$ cat src/rtl/cfg_mem_pkg.sv
// rtl/cfg_mem_pkg.sv - shared types and helpers for the configuration memory
package cfg_mem_pkg;

  typedef enum logic [1:0] {
    IDLE   = 2'd0,
    SHIFT  = 2'd1,
    COMMIT = 2'd2
  } frame_state_e;

  typedef struct packed {
    logic ok;
    logic illegal;
  } pair_dec_t;

  function automatic int cnt_width(input int nbits);
    return $clog2(nbits + 1);
  endfunction

  // Complementary strobe pair: (1,0) is a request, (1,1) is illegal, the rest idle.
  function automatic pair_dec_t decode_pair(input logic t, input logic c);
    pair_dec_t r;
    r.ok      = t & ~c;
    r.illegal = t & c;
    return r;
  endfunction

endpackage

$ cat src/rtl/cfg_shift_frame.sv
// rtl/cfg_shift_frame.sv - serial bitstream shadow register, bit counter and load FSM
module cfg_shift_frame
  import cfg_mem_pkg::*;
#(
  parameter int WORD_W = 8,
  parameter int DEPTH  = 16
) (
  input  logic                      clk,
  input  logic                      reset,
  input  logic                      ser_start,
  input  logic                      ser_in,
  input  logic                      ser_en,
  output logic [WORD_W*DEPTH-1:0]   shadow,
  output logic                      commit,
  output logic                      ser_busy,
  output logic                      ser_done
);

  localparam int N  = WORD_W * DEPTH;
  localparam int CW = cnt_width(N);

  frame_state_e      state_q, state_d;
  logic [CW-1:0]     cnt_q, cnt_d;
  logic [N-1:0]      shadow_q, shadow_d;
  logic              busy_q, busy_d;
  logic              done_q, done_d;

  always_comb begin
    state_d  = state_q;
    cnt_d    = cnt_q;
    shadow_d = shadow_q;
    busy_d   = busy_q;
    done_d   = 1'b0;
    case (state_q)
      IDLE: begin
        if (ser_start) begin
          state_d = SHIFT;
          cnt_d   = '0;
          busy_d  = 1'b1;
        end
      end
      SHIFT: begin
        if (ser_en) begin
          shadow_d = {shadow_q[N-2:0], ser_in};
          cnt_d    = cnt_q + CW'(1);
          // Last bit of the frame: done pulse lines up with the commit cycle.
          if (cnt_q == CW'(N - 1)) begin
            state_d = COMMIT;
            done_d  = 1'b1;
          end
        end
      end
      COMMIT: begin
        state_d = IDLE;
        busy_d  = 1'b0;
      end
      default: begin
        state_d = IDLE;
        busy_d  = 1'b0;
      end
    endcase
  end

  always_ff @(posedge clk) begin
    if (reset) begin
      state_q  <= IDLE;
      cnt_q    <= '0;
      shadow_q <= '0;
      busy_q   <= 1'b0;
      done_q   <= 1'b0;
    end else begin
      state_q  <= state_d;
      cnt_q    <= cnt_d;
      shadow_q <= shadow_d;
      busy_q   <= busy_d;
      done_q   <= done_d;
    end
  end

  assign shadow   = shadow_q;
  assign commit   = (state_q == COMMIT);
  assign ser_busy = busy_q;
  assign ser_done = done_q;

endmodule

$ cat src/rtl/sram_config_array.sv
// rtl/sram_config_array.sv - DEPTH x WORD_W fabric configuration memory with parallel and serial load
module sram_config_array
  import cfg_mem_pkg::*;
#(
  parameter int WORD_W = 8,
  parameter int DEPTH  = 16,
  parameter int ADDR_W = 4
) (
  input  logic                      clk,
  input  logic                      reset,
  input  logic                      write,
  input  logic                      writeN,
  input  logic                      read,
  input  logic                      readN,
  input  logic [ADDR_W-1:0]         addr,
  input  logic [WORD_W-1:0]         wdata,
  output logic [WORD_W-1:0]         rdata,
  output logic                      rvalid,
  input  logic                      ser_start,
  input  logic                      ser_in,
  input  logic                      ser_en,
  output logic                      ser_busy,
  output logic                      ser_done,
  output logic                      pair_err,
  output logic [WORD_W*DEPTH-1:0]   prog_bits
);

  logic [WORD_W-1:0]        mem_q [DEPTH];
  logic [WORD_W-1:0]        mem_d [DEPTH];
  logic [WORD_W-1:0]        rdata_q, rdata_d;
  logic                     rvalid_q, rvalid_d;
  logic                     pair_err_q, pair_err_d;
  logic [WORD_W*DEPTH-1:0]  shadow;
  logic                     commit;

  pair_dec_t wdec, rdec;
  logic      illegal, wr_ok, rd_ok, req, in_range, allowed;

  cfg_shift_frame #(
    .WORD_W (WORD_W),
    .DEPTH  (DEPTH)
  ) u_frame (
    .clk       (clk),
    .reset     (reset),
    .ser_start (ser_start),
    .ser_in    (ser_in),
    .ser_en    (ser_en),
    .shadow    (shadow),
    .commit    (commit),
    .ser_busy  (ser_busy),
    .ser_done  (ser_done)
  );

  always_comb begin
    wdec     = decode_pair(write, writeN);
    rdec     = decode_pair(read, readN);
    illegal  = wdec.illegal | rdec.illegal;
    wr_ok    = wdec.ok;
    rd_ok    = rdec.ok & ~wr_ok;
    req      = (wr_ok | rd_ok) & ~illegal;
    in_range = ({1'b0, addr} < (ADDR_W + 1)'(DEPTH));
    // The parallel port is only live while no serial frame is in flight.
    allowed  = req & ~ser_busy & in_range;

    mem_d = mem_q;
    if (commit) begin
      for (int i = 0; i < DEPTH; i++) begin
        mem_d[i] = shadow[i*WORD_W +: WORD_W];
      end
    end else if (allowed && wr_ok) begin
      mem_d[addr] = wdata;
    end

    rvalid_d   = allowed & rd_ok;
    rdata_d    = rvalid_d ? mem_q[addr] : rdata_q;
    pair_err_d = illegal | (req & ~allowed);
  end

  always_ff @(posedge clk) begin
    if (reset) begin
      for (int i = 0; i < DEPTH; i++) begin
        mem_q[i] <= '0;
      end
      rdata_q    <= '0;
      rvalid_q   <= 1'b0;
      pair_err_q <= 1'b0;
    end else begin
      mem_q      <= mem_d;
      rdata_q    <= rdata_d;
      rvalid_q   <= rvalid_d;
      pair_err_q <= pair_err_d;
    end
  end

  for (genvar g = 0; g < DEPTH; g++) begin : g_prog
    assign prog_bits[g*WORD_W +: WORD_W] = ~mem_q[g];
  end

  assign rdata    = rdata_q;
  assign rvalid   = rvalid_q;
  assign pair_err = pair_err_q;

endmodule

$ cat config.mk
export PLATFORM = sky130hd
export DESIGN_NAME = sram_config_array
export DESIGN_NICKNAME = d
export VERILOG_FILES = /design/src/rtl/cfg_mem_pkg.sv /design/src/rtl/cfg_shift_frame.sv /design/src/rtl/sram_config_array.sv
export SDC_FILE = /design/constraint.sdc
export NUM_CORES = 1
export LEC_CHECK = 0
export CAP_MARGIN = 20
export CORE_MARGIN = 2
export CORE_UTILIZATION = 58
export CTS_BUF_LIST = sky130_fd_sc_hd__clkbuf_8
export DETAILED_ROUTE_END_ITERATION = 12
export PLACE_DENSITY_LB_ADDON = 0.08
export SKIP_LAST_GASP = 1
export SYNTH_ARGS = -nofsm -noshare
export SYNTH_HDL_FRONTEND = slang
export SYNTH_SLANG_ARGS = --single-unit
$ cat constraint.sdc
create_clock -name clk -period 2.08 [get_ports clk]
set_input_delay 0.312 -clock clk [delete_from_list [all_inputs] [get_ports clk]]
set_output_delay 0.312 -clock clk [all_outputs]
set_load 0.02 [all_outputs]
==> impl_metrics.toml, run 1 <==
[outcome]
status = "finished, final reports clean"

[logic_synthesis]
synth_warnings = 0
synthArstFlopShare = 0
synth_edf_count = 0
synth_area_per_cell_um2 = 8.35
yosys_most_used_dff = "dfxtp_1"
synth_area_um2 = 12600
yosysUniqueCellTypes = 42
yosys.area.top_type_share = 0.442
synth.area.top_cells = "dfxtp_1 (44%), mux2i_1 (8.3%), nand2_1 (7.9%), a21oi_1 (5.2%), a211oi_1 (4.9%)"
synth_seq_area_share = 0.442
syn_inst = 1508
yosys_register_bits = 278
synth_top_area_cell = "dfxtp_1"
synth_nets = 1530

[clock_tree]
cts_hold_buf = 0
htree_num_levels = 2
clk_pin_slew_worst_paths_ns = 0.06
cts-root-buf = "clkbuf_8"
insertion_delay_ns = 0.55
cts_buffers = 45
cts_resized = 0
cts_setup_buffers = 0
cts.sinks = 278
cts_buffer_depth = 3
tritoncts = "built"

[placement]
place_congestion = 0.954
dpl.hpwl_um = 26500
io_buffers = 160
placed_cell_area_um2 = 15000
pre_cts_ws_ns = -0.318
placed_cells = 1914

[timing]
postLayoutSetupSlackWorst_ns = 0.0650
hold_violations = 0
setup_viol = 0
fin_crit_sh = 0.969
fin_setup_tns_ns = 0
max_freq_mhz = 496
grt_setup_unrepaired = "true"
worstMarginPinSlew_ns = 0.719
slew_headroom = 0.519
fin_worst_skew_ns = 0.0165
maxSlewViolCount = 0
timing.hold.ws_ns = 0.189
period_minus_slack_ns = 2.02

[die]
dieWidth_um = 151
die_y_um = 151
initial_core_util = 0.595
rows = 53
pin_count = 161
core_um2 = 21200
die-area_um2 = 22900

[setup_path]
critPathLaunchType = "register"
crit_type = "register to register"
end_kind = "register"
worstPathRequired_ns = 2.47
worstReg2RegStart = "u_frame.state_q[0]$_SDFFE_PP0P_"
arrival_ns = 2.40
rrSetupSlack_ns = 0.06
crit_fanout = 11
r2r_end = "mem_q[116]$_SDFFE_PP0P_"
r2r_cells = 4

[drt]
firstDrtPassIters = 7
vias_per_cell = 5.92
ant_nets = 0
drc = 0
num_vias = 11800
drtIter0Drc = 1410
wire_per_inst_um = 19.1
routed_wl_um = 38000

[grt]
grt_pass1_vias = 10900
grt_use_total = 0.327
gr-total-overflow = 0
antenna_found_initial = 0
grt_start_max_net_pins = 92
grt_first_pass_wirelength_um = 58500

[finish]
area_growth_pct = 26.0
layout-drive-gt1-share = 0.116
diodes = 0
final_area_um2 = 15900
final_nets = 1708
final_cells = 1989

[hold_path]
hp-start = "reset"
hold_end = "u_frame.shadow[57]$_SDFFE_PP0N_"
min_path_type = "input port to register"
holdPathStages = 2

[flow_run]
maxCapViolCount = 0

[power]
p_per_area_nw_per_um2 = 671
leakagePower_uw = 0.00580
peakVddDrop_mv = 0.430
-- worst max path at each step --
stage | start | end | cells past startpoint
3_3_place_gp | readN | mem_q[20]$_SDFFE_PP0P_ | 7
2_1_floorplan | u_frame.ser_busy$_SDFFE_PP0P_ | mem_q[0]$_SDFFE_PP0P_ | 6
6_report | u_frame.state_q[0]$_SDFFE_PP0P_ | mem_q[116]$_SDFFE_PP0P_ | 4
4_1_cts | u_frame.ser_busy$_SDFFE_PP0P_ | mem_q[6]$_SDFFE_PP0P_ | 6
5_1_grt | u_frame.state_q[0]$_SDFFE_PP0P_ | mem_q[116]$_SDFFE_PP0P_ | 4
3_5_place_dp | readN | mem_q[34]$_SDFFE_PP0P_ | 7
-- layout make-up --
class	instances	area (µm²)
Clock buffer	53	729
Clock inverter	22	93.8
Fill cell	1585	5290
Inverter	132	495
Multi-Input combinational cell	969	6030
Sequential cell	278	5570
Tap cell	275	344
Timing Repair Buffer	260	2610
-- state kept, by name, indices dropped and copies added (netlist names) --
name / count
rdata: 8
u_frame.ser_done: 1
mem_q: 128
rvalid: 1
u_frame.shadow: 128
u_frame.ser_busy: 1
pair_err: 1
u_frame.cnt_q: 8
u_frame.state_q: 2
-- power by group --
group          leakage (µW)  total (µW)  internal, µW  switching (µW)
combinational       0.00308         845           338             507
clock              0.000484        4420          2290            2120
sequential          0.00224        5390          5360            32.5
-- cells in the final DEF, fill, tap and decap left out, types with 2 or more instances in the layout --
cell / n
nand3b_1: 3
a221oi_1: 64
or2_2: 8
nor4bb_1: 2
nor4_4: 5
nor2_1: 160
buf_12: 21
mux2i_1: 105
or4_1: 3
o21ai_0: 2
dfxtp_1: 278
nand4_1: 3
a21oi_1: 130
clkinvlp_4: 2
clkbuf_8: 53
o21bai_1: 65
nor4b_1: 2
nand2_1: 265
mux4_2: 16
nand3_1: 3
o32ai_1: 8
a211oi_1: 82
inv_1: 149
clkdlybuf4s50_1: 157
nor3b_1: 2
nor4_1: 4
buf_4: 79
buf_2: 2
o22ai_1: 8
clkinv_2: 3
nand2b_1: 8
xnor2_1: 6
-- synthesized netlist by cell type, types with 2 or more instances --
cell	count
dfxtp_1	278
o22ai_1	8
o32ai_1	8
buf_1	6
inv_1	132
nor3b_1	3
nor2_1	161
or2_2	8
o21ai_0	2
a211oi_1	82
nand2_1	265
nand4_1	3
a21oi_1	130
nand2b_1	9
a221oi_1	64
nor4b_1	2
o21bai_1	65
buf_2	11
mux4_2	16
xnor2_1	6
nand3_1	3
or4_1	3
nor4bb_1	2
clkbuf_1	108
nor4_1	4
buf_6	3
mux2i_1	105
nor4_4	5
nand3b_1	3
-- cells by family (layout without fill, tap and decap cells) --
group	after synthesis	count (layout)	synth area share
flops	278	278	0.442
xor+xnor	7	7	0.00487
compound gates	362	362	0.196
simple gates	478	478	0.163
mux	121	121	0.112
fa+ha+maj	1	1	0.000994
buf+inv	261	467	0.0810
-- per-stage QoR --
| step | utilization | total power (µW) |
|---|---|---|
| after floorplan | - | 5950 |
| after detailed placement | 0.711 | 6330 |
| after global placement | 0.711 | 6320 |
| final | 0.750 | 10600 |
| after global routing | 0.750 | 11000 |
| after CTS | 0.750 | 10700 |
-- metal layers --
metal / part of all wire / track usage
met2: 0.45 / 0.508
met4: 0.032 / 0.127
met5: 0 / 0
met3: 0.098 / 0.0542
met1: 0.42 / 0.457
-- critical path: stages (launching register included) --
cell and delay, ns:
dfxtp_1 0.56, nand2b_4 0.29, nand2b_1 0.20, nor2_1 0.61, a221oi_1 0.19
Power figures use the tool's default switching activity.
==> inputs of run 2 (changes only) <==
--- a/config.mk
+++ b/config.mk
@@ -7,7 +7,7 @@
 export LEC_CHECK = 0
 export CAP_MARGIN = 20
 export CORE_MARGIN = 2
-export CORE_UTILIZATION = 58
+export CORE_UTILIZATION = 55
 export CTS_BUF_LIST = sky130_fd_sc_hd__clkbuf_8
 export DETAILED_ROUTE_END_ITERATION = 12
 export PLACE_DENSITY_LB_ADDON = 0.08
==> run 2 against run 1 <==
Global-route usage fell by 1.5 points. Die area rose by 5.3%. Register-to-register slack barely moved. Sequential share of layout area fell by 0.17 points. Maximum frequency fell by 0.63%. Count of clock-buffer cells in the layout rose by 13. Flip-flop and latch count did not move. Sequential power barely moved. Worst setup slack got worse by 0.013 ns. First-iteration DRC count fell by 27%. Critical endpoint unchanged.
==> impl_metrics.toml, run 2 (synthesized netlist as in run 1, its figures left out) <==
[grt]
antenna_found_initial = 2
grt_use_total = 0.312
gr-total-overflow = 0
grt_start_max_net_pins = 129
grt_first_pass_wirelength_um = 59500
grt_pass1_vias = 10800

[setup_path]
r2r_end = "mem_q[116]$_SDFFE_PP0P_"
rrSetupSlack_ns = 0.05
r2r_cells = 4
crit_start = "u_frame.state_q[0]$_SDFFE_PP0P_"
crit_end = "mem_q[116]$_SDFFE_PP0P_"
crit_fanout = 11
arrival_ns = 2.41
critPathLaunchType = "register"
worstPathRequired_ns = 2.46
end_kind = "register"
crit_type = "register to register"
worstReg2RegStart = "u_frame.state_q[0]$_SDFFE_PP0P_"

[timing]
hold_violations = 0
fin_setup_tns_ns = 0
maxSlewViolCount = 0
setup_viol = 0
fin_worst_skew_ns = 0.0215
max_freq_mhz = 493
grt_setup_unrepaired = "false"
slew_headroom = 0.514
worstMarginPinSlew_ns = 0.728
fin_crit_sh = 0.975
period_minus_slack_ns = 2.03

[die]
rows = 55
initial_core_util = 0.558
pin_count = 161
die-area_um2 = 24100
core_um2 = 22600
dieWidth_um = 155
die_y_um = 155

[drt]
ant_nets = 0
drc = 0
routed_wl_um = 38300
firstDrtPassIters = 6
drtIter0Drc = 1028
vias_per_cell = 5.84
wire_per_inst_um = 19.2
num_vias = 11700

[flow_run]
maxCapViolCount = 0

[clock_tree]
clk_pin_slew_worst_paths_ns = 0.06
cts_buffer_depth = 3
cts_setup_buffers = 0
tritoncts = "built"
cts_buffers = 47
cts.sinks = 278
cts-root-buf = "clkbuf_8"
insertion_delay_ns = 0.56
htree_num_levels = 2

[finish]
final_nets = 1696
mostFrequentLayoutCell = "dfxtp_1"
area_growth_pct = 26.6
final_cells = 1994
nFillCells = 1842
seqCellArea_um2 = 5570
final_area_um2 = 15900
layout-drive-gt1-share = 0.118
final_cell_mix = "dfxtp_1 (278), nand2_1 (265), nor2_1 (159), clkdlybuf4s50_1 (157), inv_1 (142)"
multiInputGateArea_um2 = 6030

[placement]
placed_cell_area_um2 = 14900
io_buffers = 160
place_congestion = 0.919
dpl.hpwl_um = 26600
placed_cells = 1910

[power]
peakVddDrop_mv = 0.500
clkPwrFrac = 0.446
internal_power_uw = 8490
swShare = 0.246
p_per_area_nw_per_um2 = 706
switching_power_uw = 2760
leakagePower_uw = 0.00580
combPwrFrac = 0.074
pwr-share-seq = 0.479

[hold_path]
holdPathStages = 2
min_path_type = "input port to register"

[outcome]
status = "finished, final reports clean"
run 2: layout make-up:
class                      instances  share of cell area
timing repair buffer             246               0.157
sequential                       278               0.349
inverter                         132              0.0311
clock inverter                    16             0.00463
clock buffer                      66              0.0570
antenna                            2            0.000314
multi-input combinational        969               0.378
tap                              285              0.0224
run 2: critical path, cell delays in order, from the launching register on:
cell,delay [ns]
dfxtp_1,0.55
nand2b_4,0.29
nand2b_1,0.20
nor2_1,0.60
a221oi_1,0.21
run 2: repair_timing:
| item | 4_1_cts | 5_1_grt |
|---|---|---|
| hold buffers | 0 | 0 |
| gates resized for setup | 0 | 4 |
| setup endpoints to repair | 0 | 12 |
| endpoints found under the hold margin | 0 | 0 |
run 2: worst min path at each step:
stage,start,to,slack [ns]
floorplan,u_frame.shadow[127]$_SDFFE_PP0N_,u_frame.shadow[127]$_SDFFE_PP0N_,0.44
global placement,u_frame.shadow[127]$_SDFFE_PP0N_,u_frame.shadow[127]$_SDFFE_PP0N_,0.44
detailed placement,u_frame.shadow[127]$_SDFFE_PP0N_,u_frame.shadow[127]$_SDFFE_PP0N_,0.45
CTS,reset,u_frame.shadow[54]$_SDFFE_PP0N_,0.15
global route,reset,u_frame.shadow[58]$_SDFFE_PP0N_,0.18
finish,reset,u_frame.shadow[58]$_SDFFE_PP0N_,0.16
run 2: power by group through the flow:
stage | combinational (µW) | clock (µW) | sequential [µW]
floorplan | 446 | 0 | 5500
global placement | 818 | 0 | 5510
detailed placement | 819 | 0 | 5510
CTS | 822 | 5050 | 5390
global route | 884 | 5310 | 5390
finish | 835 | 5020 | 5390
run 2: through the flow:
stage / setup slack (ns) / util / hold WS [ns] / total power, µW
floorplan: 0.163 / - / 0.437 / 5950
global placement: -0.310 / 0.662 / 0.444 / 6320
detailed placement: -0.375 / 0.662 / 0.450 / 6330
CTS: 0.113 / 0.705 / 0.151 / 11300
global route: 0.00412 / 0.706 / 0.181 / 11600
finish: 0.0521 / 0.706 / 0.159 / 11200
run 2: layer usage:
| metal | part of all wire | up-vias | GRT usage |
|---|---|---|---|
| met4 | 0.032 | 0 | 0.118 |
| met1 | 0.44 | 5549 | 0.434 |
| met3 | 0.075 | 89 | 0.0568 |
| met2 | 0.45 | 502 | 0.485 |
| met5 | 0 | - | 0 |
| li1 | - | 5512 | - |
==> inputs of run 3 (changes only) <==
--- a/config.mk
+++ b/config.mk
@@ -10,7 +10,7 @@
 export CORE_UTILIZATION = 55
 export CTS_BUF_LIST = sky130_fd_sc_hd__clkbuf_8
 export DETAILED_ROUTE_END_ITERATION = 12
-export PLACE_DENSITY_LB_ADDON = 0.08
+export PLACE_DENSITY = 0.79
 export SKIP_LAST_GASP = 1
 export SYNTH_ARGS = -nofsm -noshare
 export SYNTH_HDL_FRONTEND = slang
==> run 3 against run 2 <==
Hold slack improved by 0.072 ns. Sequential share of layout area rose by 0.50 points. Combinational power fell by 3.1%. Sequential power barely moved. Critical path type is now register to primary output. Critical endpoint is now ser_busy. Largest power group unchanged.
==> impl_metrics.toml, run 3 (synthesized netlist as in run 1, its figures left out) <==
[setup_path]
crit_cells = 1
worstPathRequired_ns = 1.77
cp_slowest_cell = "clkdlybuf4s50_1"
arrival_ns = 1.66
critical_path.cell_chain = "clkdlybuf4s50_1"
crit_type = "register to primary output"
end_kind = "primary output"
cp_num_buf_inv = 1
cp_top_family = "buffers and inverters"
r2r_cells = 4
crit_fanout = 7
slowest_delay_ns = 0.66
critPathLaunchType = "register"

[grt]
grt_pass1_vias = 10800
antenna_found_initial = 0
grt_use_total = 0.306
grt_first_pass_wirelength_um = 58700
grt_start_max_net_pins = 104
gr-total-overflow = 0

[power]
peakVddDrop_mv = 0.384
leakagePower_uw = 0.00568
p_per_area_nw_per_um2 = 678

[timing]
fin_worst_skew_ns = 0.0102
max_freq_mhz = 506
slew_headroom = 0.587
maxSlewViolCount = 0
worstMarginPinSlew_ns = 0.618
setup_viol = 0
hold_violations = 0
timing.hold.ws_ns = 0.230
fin_crit_sh = 0.950
period_minus_slack_ns = 1.98

[drt]
firstDrtPassIters = 6
vias_per_cell = 5.84
wire_per_inst_um = 19.1
dr_wl_met2_um = 17900
dr_wl_met3_um = 2800
routed_wl_um = 37700
ant_nets = 0
wl_met1_um = 15600
routed.top_layer = "met4"
drc = 0
num_vias = 11500
drtIter0Drc = 1075

[outcome]
status = "finished, final reports clean"

[finish]
area_growth_pct = 24.8
fin_util = 0.696
final_cell_mix = "dfxtp_1 (278), nand2_1 (261), nor2_1 (158), clkdlybuf4s50_1 (157), inv_1 (147)"
layout-drive-gt1-share = 0.109
mostFrequentLayoutCell = "dfxtp_1"
final_nets = 1684
diodes = 0

[clock_tree]
cts_buffers = 45
cts_hold_buf = 0
cts.sinks = 278
cts-root-buf = "clkbuf_8"
cts_buffer_depth = 3
tritoncts = "built"
clk_pin_slew_worst_paths_ns = 0.06
insertion_delay_ns = 0.55
htree_num_levels = 2

[placement]
io_buffers = 160
dpl.hpwl_um = 26700
place_congestion = 0.965

[die]
pin_count = 161
dieWidth_um = 155
core_um2 = 22600
die_y_um = 155
rows = 55
initial_core_util = 0.558
die-area_um2 = 24100

[hold_path]
min_path_type = "input port to register"
holdPathStages = 2

[flow_run]
maxCapViolCount = 0
==> run 3: cell count changes in the layout (fill, tap and decap cells not counted), moves of 2 or more <==
| cell | change |
|---|---|
| nand2b_2 | +2 |
| diode_2 | -2 |
| nand2_2 | +4 |
| nand2b_1 | -2 |
| clkbuf_8 | -14 |
| nand2_1 | -4 |
| buf_4 | -9 |
| inv_1 | +5 |
==> run 3: worst paths after layout <==
path | startpoint | end | slack, ns
setup / recovery | u_frame.ser_busy$_SDFFE_PP0P_ | ser_busy | 0.10
hold / removal | reset | u_frame.shadow[52]$_SDFFE_PP0N_ | 0.23
setup reg to reg | u_frame.state_q[0]$_SDFFE_PP0P_ | mem_q[76]$_SDFFE_PP0P_ | 0.11
hold reg to reg | u_frame.shadow[109]$_SDFFE_PP0N_ | u_frame.shadow[110]$_SDFFE_PP0N_ | 0.47
==> run 3: area by class of cell <==
cell class	instances	area (µm²)
clock inverter	19	101
inverter	132	495
timing repair buffer	236	2410
clock buffer	52	716
multi-input combinational	969	6060
sequential	278	5570
tap	285	357
fill	1818	6860
==> run 3: metal layers <==
layer / track usage / up-vias
li1: - / 5452
met1: 0.404 / 5483
met2: 0.501 / 493
met3: 0.0518 / 80
met4: 0.128 / 0
met5: 0 / -
==> run 3: where the power goes <==
group          total [µW]  internal (µW)  switching (µW)
combinational         809            314             494
sequential           5390           5360            35.9
clock                4440           2370            2080
==> run 3: timing repair <==
| action | 4_1_cts | 5_1_grt |
|---|---|---|
| setup endpoints to repair | 0 | 33 |
| gates resized for setup | 0 | 12 |
| setup buffers | 0 | 0 |
==> run 3: metrics by stage <==
step | std cells | TNS, ns | power, µW | area, µm² | setup WS [ns]
global route | 1971 | -0.0224 | 11000 | 15700 | -0.0138
global placement | 1900 | -20.01 | 6290 | 14900 | -0.235
detailed placement | 1900 | -26.79 | 6300 | 14900 | -0.325
finish | 1971 | 0 | 10600 | 15700 | 0.103
floorplan | 1508 | 0 | 5950 | 12600 | 0.163
CTS | 1971 | 0 | 10700 | 15700 | 0.0523
